==> config.mk <==
export PLATFORM = sky130hd
export DESIGN_NAME = fifo_wr_arbiter
export DESIGN_NICKNAME = d
export VERILOG_FILES = /design/src/rtl/fifo_wr_arbiter.sv
export SDC_FILE = /design/constraint.sdc
export NUM_CORES = 1
export LEC_CHECK = 0
export ABC_AREA = 1
export BUFFER_PORTS_ARGS = -buffer_cell sky130_fd_sc_hd__buf_2
export CAP_MARGIN = 0
export CORE_MARGIN = 2
export CORE_UTILIZATION = 50
export CTS_CLUSTER_SIZE = 8
export DETAILED_ROUTE_END_ITERATION = 12
export HOLD_SLACK_MARGIN = 0.02
export PLACE_DENSITY = 0.89
export RECOVER_POWER = 25
export SETUP_SLACK_MARGIN = 0.4
export SKIP_CTS_REPAIR_TIMING = 1
export SLEW_MARGIN = 20
export SYNTH_ARGS = -nofsm -noshare
export SYNTH_HDL_FRONTEND = slang
export SYNTH_SLANG_ARGS = --single-unit
==> constraint.sdc <==
create_clock -name wclk -period 2.8 [get_ports wclk]
set_input_delay 0.7 -clock wclk [delete_from_list [all_inputs] [get_ports wclk]]
set_output_delay 0.7 -clock wclk [all_outputs]
set_load 0.01 [all_outputs]
==> src/rtl/fifo_wr_arbiter.sv <==
// Round-robin arbiter sharing one async-FIFO write port among NUM_REQ producers.
// Grants bursts of up to MAX_BURST beats; every beat is gated by wfull.
module fifo_wr_arbiter #(
   parameter int unsigned DATA_WIDTH = 8,
   parameter int unsigned NUM_REQ    = 4,
   parameter int unsigned MAX_BURST  = 4,
   localparam int unsigned OW        = (NUM_REQ > 1) ? $clog2(NUM_REQ) : 1
) (
   input  logic                          wclk,
   input  logic                          wrst_n,
   input  logic [NUM_REQ-1:0]            req,
   input  logic [NUM_REQ*DATA_WIDTH-1:0] req_data,
   output logic [NUM_REQ-1:0]            gnt,
   output logic                          winc,
   output logic [DATA_WIDTH-1:0]         wdata,
   input  logic                          wfull,
   output logic                          busy,
   output logic [OW-1:0]                 owner
);

   typedef enum logic [0:0] {StIdle, StGrant} state_e;

   state_e        state_q, state_d;
   logic [OW-1:0] owner_q, owner_d;
   logic [OW-1:0] last_q, last_d;
   logic [7:0]    beat_cnt_q, beat_cnt_d;

   logic          sel_found;
   logic [OW-1:0] sel_idx;
   logic          beat;

   // Search starts just after the previous owner, so it has lowest priority.
   always_comb begin
      int unsigned   cand;
      logic [OW-1:0] cand_idx;
      sel_found = 1'b0;
      sel_idx   = '0;
      for (int unsigned k = 1; k <= NUM_REQ; k++) begin
         cand     = (32'(last_q) + k) % NUM_REQ;
         cand_idx = OW'(cand);
         if (!sel_found && req[cand_idx]) begin
            sel_found = 1'b1;
            sel_idx   = cand_idx;
         end
      end
   end

   always_comb begin
      state_d    = state_q;
      owner_d    = owner_q;
      last_d     = last_q;
      beat_cnt_d = beat_cnt_q;
      beat       = 1'b0;
      gnt        = '0;
      unique case (state_q)
         StIdle: begin
            if (sel_found) begin
               state_d    = StGrant;
               owner_d    = sel_idx;
               last_d     = sel_idx;
               beat_cnt_d = '0;
            end
         end
         StGrant: begin
            beat         = req[owner_q] & ~wfull;
            gnt[owner_q] = beat;
            if (!req[owner_q]) begin
               state_d = StIdle;
            end else if (beat) begin
               beat_cnt_d = beat_cnt_q + 8'd1;
               if (({1'b0, beat_cnt_q} + 9'd1) == 9'(MAX_BURST)) begin
                  state_d = StIdle;
               end
            end
         end
         default: state_d = StIdle;
      endcase
   end

   assign winc  = beat;
   assign busy  = (state_q == StGrant);
   assign owner = owner_q;
   assign wdata = req_data[owner_q*DATA_WIDTH +: DATA_WIDTH];

   always_ff @(posedge wclk or negedge wrst_n) begin
      if (!wrst_n) begin
         state_q    <= StIdle;
         owner_q    <= '0;
         last_q     <= OW'(NUM_REQ - 1);
         beat_cnt_q <= '0;
      end else begin
         state_q    <= state_d;
         owner_q    <= owner_d;
         last_q     <= last_d;
         beat_cnt_q <= beat_cnt_d;
      end
   end

endmodule

==> results by group <==
Worst setup path
  • Worst path bufs/invs: 2
  • Worst path cell trace: buf_4, nand2_1, nor2_1, a21oi_1, a21oi_2, nand2_2, nor2_1, buf_2
  • CP max stage cell: dfrtp_2
  • Worst r2r dst: owner[1]
  • CP Class: reg2out
  • R2R setup slack: 990 ps
  • Reg-to-Reg Start: last_q[0]
  • CP max FO: 5
  • Most used cell along the critical path: nor2_1
  • Worst EP arrival: 1620 ps
  • Critical Path Max Stage Delay: 440 ps
  • R2R depth: 11
  • Kind of end point of the critical path: output pin
  • Delay-heaviest family, CP: flip-flops
  • Crit start category: register
  • CP Data Required Time: 2100 ps

Power
  • Switching share of total power: 53.34%
  • PD cells: 942.6 mW/mm^2
  • Sw Pwr: 828.4 uW
  • Seq pwr share: 21.0%
  • Total power: 1553 uW
  • VDD IR max: 0.7510 mV
  • Clk pwr share: 7.7%
  • Pleak: 0.0009615 uW
  • Power share of the combinational group: 71.3%
  • Internal power component: 724.8 uW

Timing
  • Max Slew Vio Count: 0
  • Final period util: 82.69%
  • Worst-Margin Slew: 705.4 ps
  • Max_slew headroom: 52.98%
  • F_max: 431.9 MHz
  • Fin crit period: 2315 ps
  • Final hold vios: 0
  • Setup TNS: 0 ps
  • Unrepaired setup endpoints after global routing: false
  • Final setup viols: 0
  • Worst Skew: 2.052 ps
  • Worst hold-check slack: 435.4 ps

Floorplanning
  • Die Span Y: 54.45 um
  • Core Box Area: 0.002455 sq mm
  • I/O pins: 55
  • DIE AREA: 0.002964 sq mm
  • Starting Density: 51.83%
  • Row cnt: 18
  • Die width: 54.45 um

Synth
  • Register area share after synthesis: 25.76%
  • Top_reg_cell synth: dfrtp_1
  • Number of synthesized flops with an enable pin: 0
  • Net Count, Synth: 245
  • Mapped Area: 0.001272 sq mm
  • Syn avg cell area: 6.207 sq um
  • Synth Warn #: 0
  • Cells after synthesis: 205
  • FFs w/ async S/R, synth: 100.0%
  • Distinct cell type count after synthesis: 27
  • Register bit count reported by yosys: 13

Drt
  • Routed length per placed instance: 11.70 um
  • Antenna-violating nets left: 0
  • Routed WL: 3499 um
  • TritonRoute pass-1 iters: 4
  • Vias/cell: 5.070
  • DR iter-0 viols: 48
  • Via count: 1516
  • # DRC: 0

Global route
  • Global Route Usage Sum: 23.11%
  • First-pass GRT wire length: 4919 um
  • Initial antenna violation count: 0
  • Vias in the first global route: 1228
  • Grt ovf: 0
  • Largest net degree at the start of global routing: 16

Clock network
  • Clk_lat worst skew: 280 ps
  • CTS tree: yes
  • CTS Buf Count: 3
  • Clock transition at path regs: 80 ps
  • Clock sinks: 13
  • H-tree depth: 1
  • CTS Buffer Depth: 2
  • Root buffer cell: clkbuf_4

Cells and area
  • Fin cells: 299
  • Final core utilization: 67.13%
  • Syn-to-layout area delta: 29.50%
  • Antenna Cells: 0
  • Most frequent cells in the layout: nand2_1, buf_2, nand3_1
  • Commonest non-fill, non-tap cell in the layout: nand2_1
  • # nets final: 310
  • Share of layout cells above drive strength 1: 34.57%

Placed design
  • GP Congestion: 0.8744
  • Port Buf Inserts: 54
  • Placed cell count: 286
  • Final HPWL from detailed placement: 2546 um

Run status
  • Status: complete, no violations

Flow run
  • Maxcap violations: 0

Hold path
  • Type of the tightest min-delay check: in2async
-- synth_stat cells, types with 3 or more instances --
| library cell | count | area share (%) |
|---|---|---|
| dfrtp_1 | 11 | 22 |
| nand2_2 | 5 | 2.5 |
| nand3_2 | 6 | 4.7 |
| inv_2 | 3 | 0.88 |
| a22oi_1 | 7 | 4.1 |
| nand3_1 | 27 | 11 |
| nand4_1 | 4 | 2.0 |
| inv_1 | 19 | 5.6 |
| buf_4 | 3 | 1.8 |
| nand2_1 | 84 | 25 |
| nor2_1 | 16 | 4.7 |
-- layer usage --
layer / track usage [%] / wire, um / up-vias
met5: 0 / 0 / -
met4: 8.750 / 51 / 0
met3: 2.186 / 269 / 4
met2: 43.78 / 1724 / 58
met1: 26.42 / 1453 / 666
li1: - / - / 788
-- power groups by stage --
stage / logic [uW] / clock network [uW] / registers, uW
4_1_cts: 967 / 126 / 348
2_1_floorplan: 797 / 0 / 302
3_3_place_gp: 953 / 0 / 347
3_5_place_dp: 961 / 0 / 350
6_report: 1110 / 119 / 326
5_1_grt: 1250 / 129 / 330
-- final cells by class --
class                   instances  area, sq um
well taps                      30        37.54
flip-flops and latches         13        330.3
repair buffers                 65        349.1
inverters                      22        85.08
clock buffers                   4        26.28
fillers                       233        807.0
multi-input cells             165        819.5
-- sequential cells by signal (all words and copies together), names as in the netlist --
| name | count |
|---|---|
| last_q | 2 |
| busy | 1 |
| beat_cnt_q | 8 |
| owner | 2 |
-- how the worst max path moves through the flow --
stage                     slack (ps)  startpoint  cells past startpoint      to
after floorplan                  640      req[1]                      7  gnt[2]
after global placement           530      req[1]                      8  gnt[2]
after detailed placement         500      req[3]                      8  gnt[2]
after CTS                        190    owner[1]                      7  gnt[2]
after global routing             390    owner[1]                      8  gnt[2]
final                            480    owner[1]                      8  gnt[0]
-- cell families (layout without fill, tap and decap cells) --
group | count (synthesis) | in the layout | share of synthesized area [%]
compound gates | 10 | 10 | 5.703
xor+xnor | 3 | 3 | 2.065
fa+ha+maj | 1 | 1 | 0.9831
buf+inv | 27 | 91 | 10.23
flops | 13 | 13 | 25.76
simple gates | 151 | 151 | 55.26
-- through the flow --
stage               setup WS [ps]  instance area [sq um]
floorplan                   637.1                   1272
global placement            530.9                   1548
detailed placement          501.0                   1548
CTS                         190.8                   1574
global route                388.4                   1648
finish                      484.7                   1648
Power figures use the tool's default switching activity.
